===== config.mk =====
export PLATFORM = sky130hd
export DESIGN_NAME = vga_stream_sink
export DESIGN_NICKNAME = d
export VERILOG_FILES = /design/src/rtl/vga_sink_pkg.sv /design/src/rtl/stream_fifo.sv /design/src/rtl/vga_stream_sink.sv
export SDC_FILE = /design/constraint.sdc
export NUM_CORES = 1
export LEC_CHECK = 0
export CELL_PAD_IN_SITES_DETAIL_PLACEMENT = 0
export CELL_PAD_IN_SITES_GLOBAL_PLACEMENT = 1
export CORE_MARGIN = 8
export CORE_UTILIZATION = 44
export DETAILED_ROUTE_END_ITERATION = 16
export GPL_TIMING_DRIVEN = 0
export HOLD_SLACK_MARGIN = 0.05
export PLACE_DENSITY_LB_ADDON = 0.05
export SKIP_LAST_GASP = 1
export SLEW_MARGIN = 20
export SYNTH_ARGS = -nofsm -noshare
export SYNTH_HDL_FRONTEND = slang
export SYNTH_SLANG_ARGS = --single-unit

===== constraint.sdc =====
create_clock -name clk -period 2.7 [get_ports clk]
set_input_delay 0.54 -clock clk [delete_from_list [all_inputs] [get_ports clk]]
set_output_delay 0.54 -clock clk [all_outputs]
set_load 0.01 [all_outputs]

===== src/rtl/vga_sink_pkg.sv =====
// Shared 640x480@60 raster timing and FSM state type for the VGA stream sink.
package vga_sink_pkg;

    localparam int H_DISP = 640;
    localparam int H_FP   = 16;
    localparam int H_SYNC = 96;
    localparam int H_BP   = 48;

    localparam int V_DISP = 480;
    localparam int V_FP   = 10;
    localparam int V_SYNC = 2;
    localparam int V_BP   = 33;

    localparam int H_TOTAL_DEFAULT = H_DISP + H_FP + H_SYNC + H_BP;
    localparam int V_TOTAL_DEFAULT = V_DISP + V_FP + V_SYNC + V_BP;

    typedef enum logic {
        SEARCH = 1'b0,
        RUN    = 1'b1
    } sink_state_t;

endpackage


===== src/rtl/stream_fifo.sv =====
// Synchronous FIFO with show-ahead head data; the head word is visible before it is popped.
module stream_fifo #(
    parameter int DW    = 13,
    parameter int DEPTH = 16
) (
    input  logic          clk,
    input  logic          reset_n,
    input  logic          push,
    input  logic [DW-1:0] push_data,
    input  logic          pop,
    output logic [DW-1:0] head_data,
    output logic          full,
    output logic          empty
);

    localparam int AW = $clog2(DEPTH);

    logic [DW-1:0] mem [DEPTH];
    logic [AW:0]   wr_ptr;
    logic [AW:0]   rd_ptr;
    logic          do_push;
    logic          do_pop;

    assign do_push = push && !full;
    assign do_pop  = pop && !empty;

    // Pointers carry one extra wrap bit so full and empty can be told apart.
    always_ff @(posedge clk or negedge reset_n) begin
        if (!reset_n) begin
            wr_ptr <= '0;
            rd_ptr <= '0;
        end else begin
            if (do_push) begin
                wr_ptr <= wr_ptr + (AW+1)'(1);
            end
            if (do_pop) begin
                rd_ptr <= rd_ptr + (AW+1)'(1);
            end
        end
    end

    always_ff @(posedge clk) begin
        if (do_push) begin
            mem[wr_ptr[AW-1:0]] <= push_data;
        end
    end

    assign head_data = mem[rd_ptr[AW-1:0]];
    assign empty     = (wr_ptr == rd_ptr);
    assign full      = (wr_ptr[AW] != rd_ptr[AW]) &&
                       (wr_ptr[AW-1:0] == rd_ptr[AW-1:0]);

endmodule


===== src/rtl/vga_stream_sink.sv =====
// Buffers a flag-tagged pixel stream and replays it on a VGA raster,
// dropping back to a search for the next frame start whenever alignment is lost.
module vga_stream_sink
    import vga_sink_pkg::*;
#(
    parameter int CD         = 12,
    parameter int FIFO_DEPTH = 16,
    parameter int PIX_DIV    = 4,
    parameter int H_ACTIVE   = H_DISP,
    parameter int H_FRONT    = H_FP,
    parameter int H_PULSE    = H_SYNC,
    parameter int H_BACK     = H_BP,
    parameter int V_ACTIVE   = V_DISP,
    parameter int V_FRONT    = V_FP,
    parameter int V_PULSE    = V_SYNC,
    parameter int V_BACK     = V_BP
) (
    input  logic          clk,
    input  logic          reset_n,
    input  logic [CD:0]   si_data,
    input  logic          si_valid,
    output logic          si_ready,
    input  logic          cs,
    input  logic          write,
    input  logic [13:0]   addr,
    input  logic [31:0]   wr_data,
    output logic [31:0]   rd_data,
    output logic          hsync,
    output logic          vsync,
    output logic [CD-1:0] rgb
);

    localparam int H_TOTAL = H_ACTIVE + H_FRONT + H_PULSE + H_BACK;
    localparam int V_TOTAL = V_ACTIVE + V_FRONT + V_PULSE + V_BACK;
    localparam int HW      = $clog2(H_TOTAL);
    localparam int VW      = $clog2(V_TOTAL);
    localparam int DVW     = (PIX_DIV > 1) ? $clog2(PIX_DIV) : 1;

    localparam logic [HW-1:0]  H_LAST    = HW'(H_TOTAL - 1);
    localparam logic [HW-1:0]  H_ACT_END = HW'(H_ACTIVE);
    localparam logic [HW-1:0]  HS_FIRST  = HW'(H_ACTIVE + H_FRONT);
    localparam logic [HW-1:0]  HS_LAST   = HW'(H_ACTIVE + H_FRONT + H_PULSE - 1);
    localparam logic [VW-1:0]  V_LAST    = VW'(V_TOTAL - 1);
    localparam logic [VW-1:0]  V_ACT_END = VW'(V_ACTIVE);
    localparam logic [VW-1:0]  VS_FIRST  = VW'(V_ACTIVE + V_FRONT);
    localparam logic [VW-1:0]  VS_LAST   = VW'(V_ACTIVE + V_FRONT + V_PULSE - 1);
    localparam logic [DVW-1:0] DIV_LAST  = DVW'(PIX_DIV - 1);

    sink_state_t   state;
    sink_state_t   state_next;

    logic [DVW-1:0] div_cnt;
    logic [HW-1:0]  h_cnt;
    logic [VW-1:0]  v_cnt;
    logic           pix_tick;
    logic           in_active;
    logic           at_frame_end;
    logic           at_frame_first;

    logic           fifo_push;
    logic           fifo_pop;
    logic [CD:0]    fifo_head;
    logic           fifo_full;
    logic           fifo_empty;
    logic           head_flag;
    logic [CD-1:0]  head_rgb;

    logic           err_event;
    logic [CD-1:0]  pix_value;

    logic           force_blank;
    logic [15:0]    err_cnt;
    logic           reg_wr;
    logic           err_clear;
    logic           unused_wr_bits;

    assign fifo_push = si_valid && si_ready;
    assign si_ready  = !fifo_full;

    stream_fifo #(
        .DW    (CD + 1),
        .DEPTH (FIFO_DEPTH)
    ) u_fifo (
        .clk       (clk),
        .reset_n   (reset_n),
        .push      (fifo_push),
        .push_data (si_data),
        .pop       (fifo_pop),
        .head_data (fifo_head),
        .full      (fifo_full),
        .empty     (fifo_empty)
    );

    assign head_flag = fifo_head[0];
    assign head_rgb  = fifo_head[CD:1];

    // Free-running pixel divider and raster counters; counters only move on ticks.
    always_ff @(posedge clk or negedge reset_n) begin
        if (!reset_n) begin
            div_cnt <= '0;
            h_cnt   <= '0;
            v_cnt   <= '0;
        end else begin
            if (pix_tick) begin
                div_cnt <= '0;
            end else begin
                div_cnt <= div_cnt + DVW'(1);
            end
            if (pix_tick) begin
                if (h_cnt == H_LAST) begin
                    h_cnt <= '0;
                    if (v_cnt == V_LAST) begin
                        v_cnt <= '0;
                    end else begin
                        v_cnt <= v_cnt + VW'(1);
                    end
                end else begin
                    h_cnt <= h_cnt + HW'(1);
                end
            end
        end
    end

    assign pix_tick       = (div_cnt == DIV_LAST);
    assign in_active      = (h_cnt < H_ACT_END) && (v_cnt < V_ACT_END);
    assign at_frame_end   = (h_cnt == H_LAST) && (v_cnt == V_LAST);
    assign at_frame_first = (h_cnt == '0) && (v_cnt == '0);

    always_ff @(posedge clk or negedge reset_n) begin
        if (!reset_n) begin
            state <= SEARCH;
        end else begin
            state <= state_next;
        end
    end

    always_comb begin
        state_next = state;
        case (state)
            SEARCH: begin
                if (pix_tick && at_frame_end && !fifo_empty && head_flag) begin
                    state_next = RUN;
                end
            end
            RUN: begin
                if (err_event) begin
                    state_next = SEARCH;
                end
            end
            default: state_next = SEARCH;
        endcase
    end

    // SEARCH drains non-start words every clock; RUN consumes exactly one word per active tick.
    always_comb begin
        fifo_pop  = 1'b0;
        err_event = 1'b0;
        pix_value = '0;
        case (state)
            SEARCH: begin
                fifo_pop = !fifo_empty && !head_flag;
            end
            RUN: begin
                if (pix_tick && in_active) begin
                    if (fifo_empty) begin
                        err_event = 1'b1;
                    end else begin
                        fifo_pop = 1'b1;
                        if (head_flag != at_frame_first) begin
                            err_event = 1'b1;
                        end else begin
                            pix_value = head_rgb;
                        end
                    end
                end
            end
            default: begin
                fifo_pop = 1'b0;
            end
        endcase
    end

    always_ff @(posedge clk or negedge reset_n) begin
        if (!reset_n) begin
            hsync <= 1'b1;
            vsync <= 1'b1;
            rgb   <= '0;
        end else if (pix_tick) begin
            hsync <= !((h_cnt >= HS_FIRST) && (h_cnt <= HS_LAST));
            vsync <= !((v_cnt >= VS_FIRST) && (v_cnt <= VS_LAST));
            rgb   <= force_blank ? '0 : pix_value;
        end
    end

    assign reg_wr    = cs && write && (addr == 14'd0);
    assign err_clear = reg_wr && wr_data[1];

    // A clear request in the same cycle as an error leaves the counter at zero.
    always_ff @(posedge clk or negedge reset_n) begin
        if (!reset_n) begin
            force_blank <= 1'b0;
            err_cnt     <= '0;
        end else begin
            if (reg_wr) begin
                force_blank <= wr_data[0];
            end
            if (err_clear) begin
                err_cnt <= '0;
            end else if (err_event && (err_cnt != 16'hFFFF)) begin
                err_cnt <= err_cnt + 16'd1;
            end
        end
    end

    assign rd_data        = {(state == RUN), 14'b0, force_blank, err_cnt};
    assign unused_wr_bits = ^wr_data[31:2];

endmodule


* Word-level counts from Yosys, hierarchy flattened
Memory sizes are Yosys's and may differ from the RTL's.
Cells that the tools add are included.
** Word-level totals
- Bits in writable memories :: 208
- Logic and storage cells :: 83
- Output and inout port bits :: 47
- Bits in registers :: 64
- Input bits :: 64
- ROM bits :: 0
- Latch bits :: 0
- Memories kept :: 1
** Cells by class
- Shift-type cells :: 0
- Order comparisons :: 6
- Equality and inequality tests :: 8
- Multiply operators :: 0
- Mux-type cells :: 22
- Bitwise logic cells :: 1
- Reductions and logical operators :: 28
- $add $sub $neg :: 6
- Divide/modulo/power cells :: 0
** Memory list
- u_fifo.mem :: depth 16, bits a word 13, read ports 1, clocked after memory_dff 0, wr ports 1, line stream_fifo.sv:18 : logic [DW-1:0] mem [DEPTH];
** Operators by type and width (count)
- $mux 12 :: 5
- $mux 16 :: 2
- $add 10x1->10 const B :: 2
- $eq 10x10->1 const B :: 2
- $logic_not 10->1 :: 2
- $mux 10 :: 2
- $logic_and 1x1->1 :: 18
- $add 16x1->16 const B :: 1
- $ne 16x16->1 const B :: 1
- $logic_not 14->1 :: 1
- $add 5x1->5 const B :: 2
- $ge 10x10->1 const B :: 1
- $ge 10x9->1 const B :: 1
- $le 10x10->1 const B :: 1
- $le 10x9->1 const B :: 1
- $lt 10x10->1 const B :: 1
- $lt 10x9->1 const B :: 1
- $mux 1 :: 10
- $eq 5x5->1 :: 1
- $logic_not 1->1 :: 5
- $eq 4x4->1 :: 1
- $pmux 1 s2 :: 2
- $add 2x1->2 const B :: 1
- $eq 2x2->1 const B :: 1
- other kinds (5) :: 6

* Longest topological paths before layout
Gate-level depths: netlist (run 1).
- Depth in word-level cells :: 10
- Mapped depth :: 10
- Mapped depth without buffers :: 8

* Modules after synthesis
A second synthesis (run 1) with hierarchy kept.
** Second synthesis, totals
- Cells, all modules :: 706
- Area total of the unflattened synthesis :: 11516.0 um^2
** Modules (own cells, without submodules)
- stream_fifo :: times used 1, area each 8574.5 um^2, cells an instance 398, sequential area each 6496.2 um^2
- vga_stream_sink :: times used 1, area each 2941.6 um^2, cells an instance 308, sequential area each 1353.8 um^2

* Least setup slack after synthesis (run 1)
OpenSTA, ideal clock, no wires.
- Path kind :: reg2reg
- From :: register u_fifo.rd_ptr[2]
- To :: memory u_fifo.mem[0][0], enable pin
- Cell stages (with the launch flop) :: 7
- Setup time :: 0.422 ns
- Path slack :: -0.363 ns
- Required time :: 2.278 ns
- Arrival time :: 2.642 ns
- Buffers on the path :: 1
- Clock period less this slack :: 3.063 ns
- Cells stage by stage :: dfrtp_1 buf_2 xor2_1 nor4_1 nand2b_1 nand2_1 nor4b_1
** Between the ends
- Longest elaborated chain between the ends :: 7
** RTL lines
- from (decl) :: line stream_fifo.sv:20 : logic [AW:0] rd_ptr;
- from (signal assigned) :: line stream_fifo.sv:37 : rd_ptr <= rd_ptr + (AW+1)'(1);
- $eq 4x4->1 (*) :: line stream_fifo.sv:51 : (wr_ptr[AW-1:0] == rd_ptr[AW-1:0]);
- $logic_and 1x1->1 (*) :: line stream_fifo.sv:50 : assign full = (wr_ptr[AW] != rd_ptr[AW]) &&
- $logic_not 1->1 (*) :: line vga_stream_sink.sv:78 : assign si_ready = !fifo_full;
- net si_ready :: line vga_stream_sink.sv:22 : output logic si_ready,
- $logic_and 1x1->1 :: line vga_stream_sink.sv:77 : assign fifo_push = si_valid && si_ready;
- $logic_and 1x1->1 (*) :: line stream_fifo.sv:24 : assign do_push = push && !full;
- $mux 1 (*) :: line stream_fifo.sv:43 : if (do_push) begin
- $mux 1 (not written as such) (*) :: line stream_fifo.sv:44 : mem[wr_ptr[AW-1:0]] <= push_data;
- to (decl) :: line stream_fifo.sv:18
The timed path passes the listed nets; every way through them passes the cells marked *.

* Worst setup path in the final report (run 1)
- From :: register u_fifo.rd_ptr[1]
- To :: register err_cnt[4]
** Between the ends
- Longest elaborated chain between the ends :: 8
- Elaborated cells on any way between the ends :: 9
- Classes of those cells :: 2 x eq/ne; 4 x mux; 2 x reduce/logical; 1 x memory
** RTL lines
- $mem_v2 16x13
- $ne 1x1->1 :: line vga_stream_sink.sv:169 : if (head_flag != at_frame_first) begin
- $mux 1 :: line vga_stream_sink.sv:169
- $mux 1 (*) :: line vga_stream_sink.sv:165 : if (fifo_empty) begin
- $mux 1 (*) :: line vga_stream_sink.sv:164 : if (pix_tick && in_active) begin
- $mux 1 (*) :: line vga_stream_sink.sv:159 : case (state)
- $logic_and 1x1->1 (*) :: line vga_stream_sink.sv:209 : end else if (err_event && (err_cnt != 16'hFFFF)) begin
- $reduce_bool 2->1 (no source line) (*)
- to (signal assigned) :: line vga_stream_sink.sv:210 : err_cnt <= err_cnt + 16'd1;
- to (decl) :: line vga_stream_sink.sv:72 : logic [15:0] err_cnt;
Mark *: on every way between the ends. The rest lies on a longest branch, timed or not.
A chain may end at the register's enable or synchronous reset.

==> reports/summary.log, run 1 <==
INFO  drt            drt-initial-drc-count=522
INFO  floorplan      floorplan.core_area=25,800um2
INFO  global_route   grt_antenna_before_repair=0
INFO  drt            drt_pre_antenna_iters=4
INFO  yosys          synth.distinct_cells=52
INFO  layout         diodes=0
INFO  pwr            seq_power_share=37.5%
INFO  yosys          ys.warnings.count=0
INFO  floorplan      chipWidth=177um
INFO  cts            numCtsBuffers=29
INFO  global_route   gr-total-overflow=0
INFO  yosys          netlist_instances=691
INFO  yosys          yosysSeqAreaShare=68.6%
INFO  pwr            power.combinational.fraction=29.1%
INFO  cts            clock-sinks=272
INFO  drt            detail_route.drc_violations=0
INFO  place          dp_hpwl=17,600um
INFO  global_route   grt_pass1_vias=6,823
INFO  floorplan      rows=59
INFO  yosys          postSynth.topFlopCell=sky130_fd_sc_hd__edfxtp_1
INFO  layout         mostFrequentLayoutCells=sky130_fd_sc_hd__edfxtp_1, sky130_fd_sc_hd__clkdlybuf4s50_1, sky130_fd_sc_hd__mux4_2
INFO  floorplan      io-pin-count=111
INFO  layout         areaGrowthSynthToFinish=23.3%
INFO  layout         nNetsFinal=894
INFO  drt            routed_wl=27,300um
INFO  drt            routed_wire_length_per_instance=23.2um
INFO  layout         fill_cell_instance_count_of_the_final_layout=2,082
INFO  cts            tritoncts=yes
INFO  worst_setup_path worstPathRequired=3.19ns
INFO  yosys          synthesis.area_per_instance=16.6um2
INFO  worst_hold_path hold_class=flop to flop
INFO  pwr            sw_frac_of_total=28.6%
INFO  cts            buffer_cell_driving_the_clock_tree_root=sky130_fd_sc_hd__clkbuf_16
INFO  worst_setup_path arrival=3.22ns
INFO  pwr            power.density_cell_area=966nW/um2
INFO  drt            detail-route-antenna-nets=0
INFO  place          postPlaceCellArea=12,700um2
INFO  worst_setup_path critical_path.endpoint_type=flop
INFO  pwr            power_switching=3.90mW
INFO  cts            clkTransAtPathRegs=0.06ns
INFO  layout         stdcell_count=1,176
INFO  pwr            clockPowerShare=33.4%
INFO  pwr            cellLeakagePower=5.00nW
INFO  worst_setup_path largest_fanout_of_any_net_on_the_critical_path=5
INFO  place          gp_congestion=0.792
INFO  place          dp_cells=1,118
INFO  timing         hold-worst-slack=0.443ns
INFO  global_route   grt_max_degree=46
INFO  timing         max_slew.worst_pin.slew=0.940ns
INFO  cts            insertion_delay=0.56ns
INFO  layout         fraction_of_layout_instances_using_a_drive_strength_above_1=24.3%
INFO  worst_setup_path setup.worst_path.start_class=flop
INFO  timing         report.final.setup_viol=1
INFO  place          port_buffers=66
INFO  layout         leading_cell_type_in_the_layout_fill_and_taps_excluded=sky130_fd_sc_hd__edfxtp_1
INFO  yosys          synth_area=11,400um2
INFO  yosys          postSynth.asyncResetShare=23.5%
INFO  pwr            cell_internal_pwr=9.74mW
INFO  place          pre_cts_slack=-0.489ns
INFO  flow_run       max_cap_viol_count=0
INFO  drt            vias_per_cell=5.54
INFO  global_route   grt_pass1_wl=41,600um
INFO  timing         finalMaxSlewViolations=0
INFO  timing         remaining_max_slew_budget_at_the_tightest_pin=37.3%
INFO  floorplan      design.die.area=31,400um2
INFO  global_route   grtUsageTotal=17.5%
INFO  cts            cts-root-to-sink-buffers=3
INFO  pwr            ir_drop=0.000487V
INFO  cts            h-tree-depth=1
INFO  drt            number_of_vias_after_detailed_routing=6,517
INFO  layout         fin_area=14,100um2
INFO  floorplan      chipHeight=177um
INFO  status         run_status=complete, but fails checks
INFO  timing         worst_clock_skew=0.0159ns
INFO  timing         maxClockFrequency=0.366GHz
INFO  floorplan      floorplan.initialDensity=44.3%
INFO  timing         timing_hold_violations_final=0
INFO  status         failed_checks=setup timing
INFO  timing         post-route-period-util=101%
INFO  timing         final_critical_path_setup_slack=-0.0320ns
INFO  timing         post-route-min-period=2.73ns
INFO  yosys          synth_edf_count=208
INFO  worst_setup_path crit_path_category=flop to flop
INFO  timing         unrepaired_setup_endpoints_after_global_routing=true
INFO  yosys          yosys_register_bits=272
-- final timing paths --
path,from,endpoint,cells past startpoint,slack (ns)
min in group asynchronous,reset_n,v_cnt[5],2,0.45
setup reg to reg,u_fifo.rd_ptr[1],err_cnt[4],8,-0.03
setup / recovery,u_fifo.rd_ptr[1],err_cnt[4],8,-0.03
max in group asynchronous,reset_n,vsync,3,1.66
hold / removal,div_cnt[0],div_cnt[0],1,0.44
hold reg to reg,div_cnt[0],div_cnt[0],1,0.44
-- cells in the mapped netlist (4+ instances only) --
| cell | number | area [um2] |
|---|---|---|
| sky130_fd_sc_hd__nor2_1 | 19 | 71.3 |
| sky130_fd_sc_hd__and2_1 | 12 | 75.1 |
| sky130_fd_sc_hd__nor4_1 | 8 | 50.1 |
| sky130_fd_sc_hd__nand4_1 | 16 | 100 |
| sky130_fd_sc_hd__or3_1 | 8 | 50.1 |
| sky130_fd_sc_hd__buf_1 | 4 | 15.0 |
| sky130_fd_sc_hd__ha_1 | 11 | 138 |
| sky130_fd_sc_hd__nand3_1 | 14 | 70.1 |
| sky130_fd_sc_hd__dfrtp_1 | 62 | 1550 |
| sky130_fd_sc_hd__o21ai_0 | 30 | 150 |
| sky130_fd_sc_hd__clkbuf_1 | 23 | 86.3 |
| sky130_fd_sc_hd__xnor2_1 | 13 | 114 |
| sky130_fd_sc_hd__buf_4 | 16 | 120 |
| sky130_fd_sc_hd__mux2i_1 | 5 | 50.1 |
| sky130_fd_sc_hd__edfxtp_1 | 208 | 6250 |
| sky130_fd_sc_hd__and3_1 | 13 | 81.3 |
| sky130_fd_sc_hd__nand2_1 | 28 | 105 |
| sky130_fd_sc_hd__nor4b_1 | 5 | 43.8 |
| sky130_fd_sc_hd__o31ai_1 | 5 | 37.5 |
| sky130_fd_sc_hd__and4_1 | 9 | 78.8 |
| sky130_fd_sc_hd__o22ai_1 | 13 | 81.3 |
| sky130_fd_sc_hd__a21oi_1 | 16 | 80.1 |
| sky130_fd_sc_hd__xor2_1 | 8 | 70.1 |
| sky130_fd_sc_hd__mux4_2 | 62 | 1400 |
| sky130_fd_sc_hd__nand2b_1 | 4 | 25.0 |
| sky130_fd_sc_hd__inv_1 | 35 | 131 |
-- layer usage --
metal | global-route usage [%] | vias up | part of all wire, %
met5 | 0 | - | 0
met4 | 3.75 | 0 | 1.4
met3 | 3.01 | 30 | 5.3
met2 | 31.1 | 148 | 52
met1 | 22.2 | 3395 | 41
li1 | - | 2944 | -
-- power by group through the flow --
stage               clock (mW)  combinational (mW)  sequential, mW
floorplan                    0                2.42            5.10
global placement             0                3.48            5.13
detailed placement           0                3.58            5.15
CTS                       4.65                3.68            5.09
global route              4.82                4.26            5.14
finish                    4.56                3.97            5.11
-- state kept, by name, summed over array words and instances (netlist names) --
signal,flops
u_fifo.wr_ptr,5
h_cnt,10
div_cnt,2
hsync,1
vsync,1
state,1
u_fifo.rd_ptr,5
err_cnt,16
rgb,12
u_fifo.mem,208
v_cnt,10
force_blank,1
-- worst max-delay path, stage by stage, from the launching register on --
cell and delay [ns]:
sky130_fd_sc_hd__dfrtp_1 0.39, sky130_fd_sc_hd__buf_6 0.14, sky130_fd_sc_hd__mux4_2 0.50, sky130_fd_sc_hd__mux2_4 0.28
sky130_fd_sc_hd__a22o_4 0.28, sky130_fd_sc_hd__mux2_4 0.37, sky130_fd_sc_hd__buf_6 0.15, sky130_fd_sc_hd__or4_4 0.50
sky130_fd_sc_hd__o21ai_2 0.06
-- area by class of cell --
type / instances / area (um2) / share of cell area, %
Multi-Input combinational cell: 350 / 3470 / 24.6
Buffer: 45 / 297 / 2.10
Clock buffer: 36 / 752 / 5.33
Inverter: 35 / 131 / 0.931
Sequential cell: 272 / 7850 / 55.6
Clock inverter: 17 / 352 / 2.49
Timing Repair Buffer: 86 / 842 / 5.97
Tap cell: 335 / 419 / 2.97
-- metrics by stage --
step / TNS [ns] / power, mW / utilization [%]
after floorplan: -18.12 / 7.52 / -
after global placement: -258.58 / 8.62 / 48.7
after detailed placement: -72.69 / 8.73 / 49.1
after CTS: -4.04 / 13.4 / 53.8
after global routing: -0.211 / 14.2 / 54.6
final: -0.0320 / 13.6 / 54.6
-- kinds of logic after synthesis --
kind of cell / Yosys count / synth area share [%]
and+or+nand+nor: 154 / 7.74
AOI/OAI and AO/OA: 78 / 4.14
xor gates and xnor gates: 21 / 1.61
muxes: 72 / 13.3
other: 1 / 0.0328
buffers and inverters: 82 / 3.37
adders and majority gates: 11 / 1.20
DFF: 272 / 68.6
-- what timing repair did --
item | 4_1_cts | 5_1_grt
pin swaps | 0 | 14
setup endpoints to repair | 223 | 118
gates cloned | 0 | 1
hold buffers | 1 | 0
endpoints found under the hold margin | 19 | 0
setup buffers | 1 | 4
resized for setup | 38 | 49
No activity file was read; power rests on OpenSTA's default activity.
==> run 2: changes to the inputs <==
--- a/config.mk
+++ b/config.mk
@@ -9,6 +9,7 @@
 export CELL_PAD_IN_SITES_GLOBAL_PLACEMENT = 1
 export CORE_MARGIN = 8
 export CORE_UTILIZATION = 44
+export CTS_CLUSTER_SIZE = 25
 export DETAILED_ROUTE_END_ITERATION = 16
 export GPL_TIMING_DRIVEN = 0
 export HOLD_SLACK_MARGIN = 0.05
==> results of run 2 <==
Same layout as run 1: the final DEF is identical, and so are final timing and power.
